===== config.mk =====
export PLATFORM = sky130hd
export DESIGN_NAME = serial_frame_tx
export DESIGN_NICKNAME = d
export VERILOG_FILES = /design/src/rtl/serial_link_pkg.sv /design/src/rtl/tx_bit_timer.sv /design/src/rtl/serial_frame_tx.sv
export SDC_FILE = /design/constraint.sdc
export NUM_CORES = 1
export LEC_CHECK = 0
export CORE_MARGIN = 2
export CORE_UTILIZATION = 51
export DETAILED_ROUTE_END_ITERATION = 12
export PLACE_DENSITY_LB_ADDON = 0.15
export SETUP_SLACK_MARGIN = 0.05
export SLEW_MARGIN = 40
export SYNTH_ARGS = -nofsm -noshare
export SYNTH_HDL_FRONTEND = slang
export SYNTH_HIERARCHICAL = 1
export SYNTH_SLANG_ARGS = --single-unit

===== constraint.sdc =====
create_clock -name clk -period 1.9 [get_ports clk]
set_input_delay 0.38 -clock clk [delete_from_list [all_inputs] [get_ports clk]]
set_output_delay 0.38 -clock clk [all_outputs]
set_load 0.03 [all_outputs]

===== src/rtl/serial_link_pkg.sv =====
// Shared types and constants for the serial link stages.
package serial_link_pkg;

    // Transmitter frame phases.
    typedef enum logic [1:0] {
        IDLE,
        START,
        DATA,
        STOP
    } tx_state_t;

    // Level the line rests at between frames; stop bits use it as well.
    localparam logic LINE_IDLE = 1'b1;

endpackage


===== src/rtl/tx_bit_timer.sv =====
// Bit-period timer: emits a one-cycle bit_tick_o on the last clock of each
// BIT_CYCLES-long bit period while running.
module tx_bit_timer #(
    parameter int unsigned BIT_CYCLES = 1
) (
    input  logic clk_i,
    input  logic rst_ni,
    input  logic clear_i,
    input  logic run_i,
    output logic bit_tick_o
);

    localparam int unsigned CntW = (BIT_CYCLES > 1) ? $clog2(BIT_CYCLES) : 1;
    localparam logic [CntW-1:0] LastCycle = CntW'(BIT_CYCLES - 1);

    logic [CntW-1:0] cnt_q, cnt_d;

    // Tick is decoded from the registered count so it lines up with the bit's last cycle.
    assign bit_tick_o = run_i && (cnt_q == LastCycle);

    // Next count: clear on accept, otherwise count and wrap at each bit boundary.
    always_comb begin
        cnt_d = cnt_q;
        if (clear_i) begin
            cnt_d = '0;
        end else if (run_i) begin
            cnt_d = bit_tick_o ? '0 : cnt_q + 1'b1;
        end
    end

    // Counter register with synchronous active-low reset.
    always_ff @(posedge clk_i) begin
        if (!rst_ni) begin
            cnt_q <= '0;
        end else begin
            cnt_q <= cnt_d;
        end
    end

endmodule


===== src/rtl/serial_frame_tx.sv =====
// Framed serial transmitter: start bit, WIDTH data bits MSB-first, STOP_BITS
// stop bits, each held for BIT_CYCLES clocks on a registered s_out.
module serial_frame_tx
    import serial_link_pkg::*;
#(
    parameter int unsigned WIDTH      = 4,
    parameter int unsigned STOP_BITS  = 1,
    parameter int unsigned BIT_CYCLES = 1
) (
    input  logic             clk,
    input  logic             rst_n,
    input  logic             in_valid,
    input  logic [WIDTH-1:0] in_data,
    output logic             in_ready,
    output logic             s_out,
    output logic             busy,
    output logic             done
);

    localparam int unsigned BitCntW = $clog2(WIDTH + 1);
    localparam logic [BitCntW-1:0] LastDataBit = BitCntW'(WIDTH - 1);
    localparam logic [BitCntW-1:0] LastStopBit = BitCntW'(STOP_BITS - 1);

    tx_state_t          state_q, state_d;
    logic [WIDTH-1:0]   shreg_q, shreg_d;
    logic [BitCntW-1:0] bit_cnt_q, bit_cnt_d;
    logic               s_out_q, s_out_d;
    logic               busy_q, busy_d;
    logic               done_q, done_d;
    logic               accept;
    logic               bit_tick;

    assign in_ready = (state_q == IDLE);
    assign accept   = in_valid & in_ready;
    assign s_out    = s_out_q;
    assign busy     = busy_q;
    assign done     = done_q;

    tx_bit_timer #(
        .BIT_CYCLES (BIT_CYCLES)
    ) u_bit_timer (
        .clk_i      (clk),
        .rst_ni     (rst_n),
        .clear_i    (accept),
        .run_i      (busy_q),
        .bit_tick_o (bit_tick)
    );

    // Next-state and next-output decode; outputs are computed for the state being entered.
    always_comb begin
        state_d   = state_q;
        shreg_d   = shreg_q;
        bit_cnt_d = bit_cnt_q;
        s_out_d   = s_out_q;
        busy_d    = busy_q;
        done_d    = 1'b0;
        case (state_q)
            IDLE: begin
                if (accept) begin
                    state_d   = START;
                    shreg_d   = in_data;
                    bit_cnt_d = '0;
                    s_out_d   = ~LINE_IDLE;
                    busy_d    = 1'b1;
                end
            end
            START: begin
                if (bit_tick) begin
                    state_d = DATA;
                    s_out_d = shreg_q[WIDTH-1];
                end
            end
            DATA: begin
                if (bit_tick) begin
                    shreg_d = {shreg_q[WIDTH-2:0], 1'b0};
                    if (bit_cnt_q == LastDataBit) begin
                        state_d   = STOP;
                        bit_cnt_d = '0;
                        s_out_d   = LINE_IDLE;
                    end else begin
                        bit_cnt_d = bit_cnt_q + 1'b1;
                        // Next MSB is the bit just below the one being shifted out.
                        s_out_d   = shreg_q[WIDTH-2];
                    end
                end
            end
            STOP: begin
                if (bit_tick) begin
                    // Bit counter is reused to count stop bits.
                    if (bit_cnt_q == LastStopBit) begin
                        state_d   = IDLE;
                        bit_cnt_d = '0;
                        busy_d    = 1'b0;
                        done_d    = 1'b1;
                    end else begin
                        bit_cnt_d = bit_cnt_q + 1'b1;
                    end
                end
            end
            default: begin
                state_d = IDLE;
                s_out_d = LINE_IDLE;
                busy_d  = 1'b0;
            end
        endcase
    end

    // State and registered outputs; reset aborts any frame without a done pulse.
    always_ff @(posedge clk) begin
        if (!rst_n) begin
            state_q   <= IDLE;
            shreg_q   <= '0;
            bit_cnt_q <= '0;
            s_out_q   <= LINE_IDLE;
            busy_q    <= 1'b0;
            done_q    <= 1'b0;
        end else begin
            state_q   <= state_d;
            shreg_q   <= shreg_d;
            bit_cnt_q <= bit_cnt_d;
            s_out_q   <= s_out_d;
            busy_q    <= busy_d;
            done_q    <= done_d;
        end
    end

endmodule


After elaboration in Yosys (flattened, before gate mapping)
Index checks and enable logic that the tools add are counted.

operators by class
  equality and inequality tests = 10
  reductions and logical operators = 14
  mux-type cells = 27
  add/subtract/negate cells = 2
  bitwise gates (word level) = 3

operator list
  operator               number
  $mux W3                5
  $mux W2                6
  $reduce_and A4 Y1      3
  $mux W1                9
  $pmux W3 S3            1
  $mux W4                2
  $ne A2 B1 Y1 const B   4
  $pmux W2 S4            1
  $pmux W4 S2            1
  $reduce_and A3 Y1      2
  $reduce_and A6 Y1      1
  $reduce_bool A3 Y1     2
  $eq A2 B2 Y1 const B   2
  $ne A2 B2 Y1 const B   2
  $reduce_bool A2 Y1     2
  $add A3 B1 Y3 const B  1
  $eq A3 B2 Y1 const B   1
  $logic_not A3 Y1       1
  $pmux W1 S3            1
  $eq A2 B1 Y1 const B   1
  $logic_not A2 Y1       1
  $not A1 Y1             2
  $pmux W1 S2            1
  $reduce_or A2 Y1       1
  other kinds (3)        3

word-level totals
  output and inout bits = 4
  word-level logic and storage cells = 63
  input port bits = 7
  register bits = 13

Longest topological paths before layout
Gate-level depths: netlist (run 1).

  word-level depth = 4
  mapped depth = 7

Cells and area by module
The synthesis (run 1) kept the hierarchy.

by module, submodules not included
  module           times used  cells an instance  area each (sq um)
  serial_frame_tx  1           82                 733.2
  tx_bit_timer     1           3                  38.8

Least setup slack after synthesis (run 1)
OpenSTA, ideal clock, no wires.

  kind = flip-flop to flip-flop
  from = register state_q[0]
  to = register shreg_q[1]
  setup time = 0.116 ns
  arrival time = 1.529 ns
  path slack = 0.255 ns
  period minus slack after synthesis = 1.645 ns
  cell stages (with the launch flop) = 7
  cells stage by stage = dfxtp_1 -> inv_1 -> ha_1 -> or2_1 -> and3_1 -> buf_2 -> o211a_1

on the way
  cells in the longest elaborated chain, start to end = 4
  elaborated cells between the ends (all ways) = 8

RTL lines
  item                                line                    RTL
  from (decl)                         serial_frame_tx.sv:24   tx_state_t state_q, state_d;
  from (signal assigned)              serial_frame_tx.sv:118  state_q <= state_d;
  $logic_not A2 Y1 (*)                serial_frame_tx.sv:33   assign in_ready = (state_q == IDLE);
  named net in_ready                  serial_frame_tx.sv:14   output logic in_ready,
  $and A1 B1 Y1                       serial_frame_tx.sv:34   assign accept = in_valid & in_ready;
  $ne A2 B1 Y1 (no source line)       -
  $reduce_and A3 Y1 (no source line)  -
  to (signal assigned)                serial_frame_tx.sv:119  shreg_q <= shreg_d;
  to (decl)                           serial_frame_tx.sv:25   logic [WIDTH-1:0] shreg_q, shreg_d;

The timed path passes the listed nets; every way through them passes the cells marked *.
A chain may end at the register's enable or synchronous reset.

Worst setup path after layout (run 1)
  from = register state_q[0]
  to = output port in_ready

on the way
  cells in the longest elaborated chain, start to end = 1

RTL lines
  item              line
  $logic_not A2 Y1  serial_frame_tx.sv:33
  to (decl)         serial_frame_tx.sv:14

Every way passes these cells.

==> impl_metrics.env, run 1 <==
export IMPL_finalNetCount=116
export IMPL_fp_dieW_um=42.9
export IMPL_die_area_mm2=0.00184
export IMPL_clock_sinks=13
export IMPL_cts_max_path_buffers=2
export IMPL_initial_core_util_pct=53.1
export IMPL_hold_class="reg -> reg"
export IMPL_dp_hpwl_um=1130
export IMPL_dr_pass1_iters=4
export IMPL_overflow=0
export IMPL_synth_edf_count=0
export IMPL_antenna_found_initial=0
export IMPL_maxSlewViolCount=0
export IMPL_use_met3_pct=2.55
export IMPL_drtAntennaViolNets=0
export IMPL_crit_path_end_kind="output port"
export IMPL_grt_usage_pct=18.0
export IMPL_postCtsHoldBufs=0
export IMPL_remaining_drc_errors=0
export IMPL_fp_dieH_um=42.9
export IMPL_power_leakage_uw=0.000398
export IMPL_pin_count=11
export IMPL_slowest_delay_ns=0.39
export IMPL_setup_viol=0
export IMPL_port_buffers=10
export IMPL_crit_buf_inv=2
export IMPL_worstPathRequired_ns=1.52
export IMPL_drtIter0Drc=15
export IMPL_finalHoldViolations=0
export IMPL_viasPerCell=5.56
export IMPL_met1_usage_pct=20.3
export IMPL_antenna_cells=0
export IMPL_outcome="finished clean"
export IMPL_startpoint_type="register"
export IMPL_clockRootBuffer="clkbuf_4"
export IMPL_grt_max_degree=16
export IMPL_maxSlewHeadroom_pct=77.5
export IMPL_top_usage_layer="met2"
export IMPL_rsz0062_at_grt="false"
export IMPL_drive_above_1_share_pct=9.00
export IMPL_slowest_stage="dfxtp_1"
export IMPL_crit_family="buffers and inverters"
export IMPL_syn_num_nets=100
export IMPL_yosysSeqAreaShare_pct=33.7
export IMPL_route_vias_total=645
export IMPL_yosysUniqueCellTypes=33
export IMPL_clk_pin_slew_worst_paths_ns=0.08
export IMPL_ys_seq_elements=13
export IMPL_coreArea_mm2=0.00145
export IMPL_synth_cells=85
export IMPL_grt_pass1_wl_um=2430
export IMPL_yosys_most_used_dff="dfxtp_1"
export IMPL_p_per_area_mw_per_mm2=1400
export IMPL_path_cells="inv_1 > ha_1 > dlygate4sd2_1"
export IMPL_netlist_area_um2=772
export IMPL_setup_tns_ns=0
export IMPL_crit_type="reg -> out"
export IMPL_wire_per_inst_um=12.6
export IMPL_syn_avg_cell_area_um2=9.08
export IMPL_syn2layout_area_growth_pct=20.1
export IMPL_fin_ws_ns=0.156
export IMPL_grt_pass1_vias=606
export IMPL_cts_buffers=3
export IMPL_finalClockSkew_ns=0.00274
export IMPL_pre_cts_slack_ns=0.195
export IMPL_cts_max_level=1
export IMPL_finalCritPeriodShare_pct=91.8
export IMPL_fmax_ghz=0.573
export IMPL_arrival_ns=1.36
export IMPL_routabilityCongestion=0.753
export IMPL_cts_tree="built"
export IMPL_yosysWarningCount=6
export IMPL_cts_setup_buffers=0
export IMPL_drv_cap=0
export IMPL_use_met2_pct=30.6
export IMPL_async_flop_share_pct=0
export IMPL_worstPathMaxFanout=5
export IMPL_tightest_slew_ns=0.336
export IMPL_wirelength_um=1470
export IMPL_row_count=14
export IMPL_period_minus_slack_ns=1.74
export IMPL_ir_drop_mv=0.939
export IMPL_insertion_delay_ns=0.28
==> stage by stage <==
| stage | utilization [%] | hold WS (ns) | instances | cell area, um^2 | total power [uW] |
|---|---|---|---|---|---|
| after floorplan | - | 0.471 | 85 | 772 | 967 |
| after global placement | 62.0 | 0.464 | 112 | 902 | 1130 |
| after detailed placement | 62.0 | 0.475 | 112 | 902 | 1140 |
| after CTS | 63.8 | 0.502 | 116 | 927 | 1310 |
| after global routing | 63.8 | 0.529 | 116 | 927 | 1390 |
| final | 63.8 | 0.498 | 116 | 927 | 1300 |
==> where the power goes <==
group / internal, uW / total, uW / switching, uW / leakage (uW)
combinational: 343 / 737 / 394 / 0.000277
sequential: 343 / 391 / 47.8 / 0.000107
clock: 81.4 / 171 / 89.6 / 0.0000150
==> routing by layer <==
metal	vias to the layer above	part of all wire, %
met5	-	0
met4	0	2.9
met3	7	2.6
met2	10	48
met1	303	46
li1	325	-
==> kinds of logic (layout without fill, tap and decap cells) <==
| group | Yosys count | after routing | synth area share (%) |
|---|---|---|---|
| compound gates | 15 | 15 | 15.2 |
| fa+ha+maj | 8 | 8 | 13.0 |
| buf+inv | 11 | 26 | 6.48 |
| flops | 13 | 13 | 33.7 |
| mux | 7 | 7 | 9.08 |
| simple gates | 31 | 31 | 22.5 |
==> flip-flops by register name (all words and copies together), names as in the netlist <==
signal,flops
bit_cnt_q,3
u_bit_timer/cnt_q,1
state_q,2
shreg_q,4
done,1
s_out,1
busy,1
==> worst reg2reg max path, stage by stage, from the launching register on <==
cell,delay (ns)
dfxtp_1,0.39
inv_1,0.08
ha_1,0.29
or2_1,0.29
and3_1,0.28
mux2i_1,0.18
nor2b_1,0.06
==> timing repair <==
| item | CTS | global route |
|---|---|---|
| endpoints found under the setup margin | 1 | 0 |
| hold endpoints to repair | 0 | 0 |
| gates resized for setup | 1 | 0 |
==> cell usage in the layout, fill, tap and decap left out, types with 2 or more instances in the layout <==
cell / netlist / layout
nand4_1: 3 / 3
buf_4: 0 / 4
nor2b_1: 4 / 4
nand2_1: 11 / 11
ha_1: 8 / 8
dfxtp_1: 13 / 13
and2_1: 2 / 2
clkdlybuf4s50_1: 0 / 9
o211a_1: 4 / 4
inv_1: 8 / 8
nor2_1: 2 / 2
clkbuf_4: 0 / 3
mux2i_1: 7 / 7
==> path summary, 6_finish.rpt <==
path / from / endpoint / slack (ns) / cells past startpoint
worst min-delay path: s_out$_SDFFE_PN1P_ / s_out$_SDFFE_PN1P_ / 0.50 / 2
worst max-delay path: state_q[0]$_SDFFE_PN0P_ / in_ready / 0.16 / 3
worst max register to register: state_q[0]$_SDFFE_PN0P_ / shreg_q[0]$_SDFFE_PN0P_ / 0.23 / 6
worst min register to register: s_out$_SDFFE_PN1P_ / s_out$_SDFFE_PN1P_ / 0.50 / 2
==> Yosys cell counts (all sizes together) (2+ instances only) <==
master | number | area [um^2]
dfxtp | 13 | 260
nand2 | 11 | 41.3
ha | 8 | 100
inv | 8 | 30.0
mux2i | 7 | 70.1
nor2b | 4 | 25.0
o211a | 4 | 40.0
nand4 | 3 | 18.8
and2 | 2 | 12.5
buf | 2 | 16.3
nor2 | 2 | 7.51
o21ai | 2 | 10.0
or2 | 2 | 15.0
==> area by class of cell <==
class	count	area, um^2
Multi-Input combinational cell	61	462
Clock buffer	4	26.3
Fill cell	125	527
Timing Repair Buffer	14	129
Tap cell	16	20.0
Sequential cell	13	260
Inverter	8	30.0
No activity file was read; power rests on OpenSTA's default activity.
==> run 2: changes to the inputs <==
--- a/config.mk
+++ b/config.mk
@@ -6,8 +6,9 @@
 export NUM_CORES = 1
 export LEC_CHECK = 0
 export CORE_MARGIN = 2
-export CORE_UTILIZATION = 51
+export CORE_UTILIZATION = 57
 export DETAILED_ROUTE_END_ITERATION = 12
+export DONT_BUFFER_PORTS = 1
 export PLACE_DENSITY_LB_ADDON = 0.15
 export SETUP_SLACK_MARGIN = 0.05
 export SLEW_MARGIN = 40
==> run 2 against run 1 <==
  * Clock power about the same
  * Combinational power down 8.1%
  * Highest routed layer unchanged
  * Critical path depth up 3
  * Power down 3.2%
  * Final area down 10%
  * Fmax up 6.9%
  * Sequential power up 5%
  * Flip-flop and latch count unchanged
==> impl_metrics.env, run 2 (synthesis gave the netlist of run 1 again) <==
export IMPL_outcome="finished clean"
export IMPL_r2r_setup_slack_ns=0.27
export IMPL_reg_top3="shreg_q (4), bit_cnt_q (3), state_q (2)"
export IMPL_pin_count=11
export IMPL_finalClockSkew_ns=0.00272
export IMPL_cts_setup_buffers=0
export IMPL_insertion_delay_ns=0.27
export IMPL_antenna_found_initial=0
export IMPL_overflow=0
export IMPL_worstPathMaxFanout=8
export IMPL_syn2layout_area_growth_pct=8.10
export IMPL_grt_pass1_wl_um=2170
export IMPL_tightest_slew_ns=0.338
export IMPL_largest_register_ffs=4
export IMPL_rsz0062_at_grt="false"
export IMPL_p_sw_uw=514
export IMPL_postCtsHoldBufs=0
export IMPL_finalHoldViolations=0
export IMPL_drtAntennaViolNets=0
export IMPL_arrival_ns=1.80
export IMPL_period_minus_slack_ns=1.63
export IMPL_p_per_area_mw_per_mm2=1510
export IMPL_fmax_ghz=0.613
export IMPL_die_area_mm2=0.00166
export IMPL_finalCritPeriodShare_pct=85.9
export IMPL_grt_usage_pct=19.8
export IMPL_drive_above_1_share_pct=11.0
export IMPL_crit_type="reg -> reg"
export IMPL_crit_buf_inv=1
export IMPL_slowest_delay_ns=0.38
export IMPL_swShare_pct=40.9
export IMPL_final_common_cell="dfxtp_1"
export IMPL_antenna_cells=0
export IMPL_viasPerCell=5.52
export IMPL_path_cells="inv_1 > ha_1 > or2_1 > and3_1 > mux2i_1 > nor2b_1"
export IMPL_remaining_drc_errors=0
export IMPL_drv_cap=0
export IMPL_cts_max_level=1
export IMPL_maxSlewHeadroom_pct=77.3
export IMPL_clockPowerShare_pct=13.5
export IMPL_clockRootBuffer="clkbuf_4"
export IMPL_use_met2_pct=28.9
export IMPL_setup_tns_ns=0
export IMPL_cts_buffers=3
export IMPL_seq_power_share_pct=32.6
export IMPL_slowest_stage="dfxtp_1"
export IMPL_worstPathRequired_ns=2.07
export IMPL_drtIter0Drc=6
export IMPL_dr_pass1_iters=3
export IMPL_coreArea_mm2=0.00128
export IMPL_layout_common_cells="dfxtp_1, nand2_1, inv_1, ha_1, mux2i_1"
export IMPL_cts_resized_gates=0
export IMPL_maxSlewViolCount=0
export IMPL_grt_max_degree=17
export IMPL_setup_viol=0
export IMPL_startpoint_type="register"
export IMPL_fp_dieH_um=40.8
export IMPL_route_vias_total=585
export IMPL_cts_tree="built"
export IMPL_hold_class="in -> reg"
export IMPL_top_usage_layer="met2"
export IMPL_use_met3_pct=3.80
export IMPL_fp_dieW_um=40.8
export IMPL_crit_path_end_kind="register"
export IMPL_power_leakage_uw=0.000365
export IMPL_ir_drop_mv=1.07
export IMPL_clock_sinks=13
export IMPL_dp_hpwl_um=1040
export IMPL_routabilityCongestion=0.756
export IMPL_wirelength_um=1350
export IMPL_clk_pin_slew_worst_paths_ns=0.08
export IMPL_comb_power_share_pct=53.9
export IMPL_initial_core_util_pct=60.1
export IMPL_finalNetCount=107
export IMPL_met1_usage_pct=27.2
export IMPL_wire_per_inst_um=12.8
export IMPL_regMostFlops="shreg_q"
export IMPL_crit_family="simple AND/OR/NAND/NOR gates"
export IMPL_port_buffers=0
export IMPL_cts_max_path_buffers=2
export IMPL_p_int_uw=743
export IMPL_row_count=13
export IMPL_final_util_pct=64.9
export IMPL_grt_pass1_vias=501
==> run 2: cell types whose count changed in the layout (fill, tap and decap cells not counted) <==
cell | before | now
buf_4 | 4 | 5
dlygate4sd2_1 | 1 | 0
clkdlybuf4s50_1 | 9 | 0
==> run 2: worst paths after layout <==
check / from / endpoint / depth (start not counted)
setup / recovery: state_q[0]$_SDFFE_PN0P_ / shreg_q[0]$_SDFFE_PN0P_ / 6
hold / removal: rst_n / s_out$_SDFFE_PN1P_ / 1
setup reg to reg: state_q[0]$_SDFFE_PN0P_ / shreg_q[0]$_SDFFE_PN0P_ / 6
hold reg to reg: shreg_q[1]$_SDFFE_PN0P_ / shreg_q[1]$_SDFFE_PN0P_ / 1
==> run 2: power by group through the flow <==
stage | combinational (uW) | sequential, uW | clock (uW)
final | 677 | 410 | 170
after CTS | 685 | 410 | 172
after floorplan | 548 | 419 | 0
after detailed placement | 679 | 415 | 0
after global placement | 666 | 411 | 0
after global routing | 758 | 420 | 179
==> run 2: routing by layer <==
layer  wire (um)  share of wire (%)  up-vias
met5           0                  0        -
met4          20                1.5        0
met3          46                3.4        4
met2         601                 44        9
met1         686                 51      264
li1            -                  -      308
==> run 2: through the flow <==
step	power, uW	cell area, um^2	worst slack (ns)	std cells	hold slack (ns)
floorplan	967	772	0.255	85	0.471
global placement	1080	808	0.328	102	0.445
detailed placement	1090	808	0.279	102	0.453
CTS	1270	835	0.264	106	0.165
global route	1360	835	0.128	106	0.171
finish	1260	835	0.268	106	0.165
==> run 2: cell type report <==
cell class,count,area [um^2]
inverter,8,30.0
fill,110,450
sequential,13,260
tap,15,18.8
clock buffer,4,26.3
timing repair buffer,5,37.5
multi-input combinational,61,462
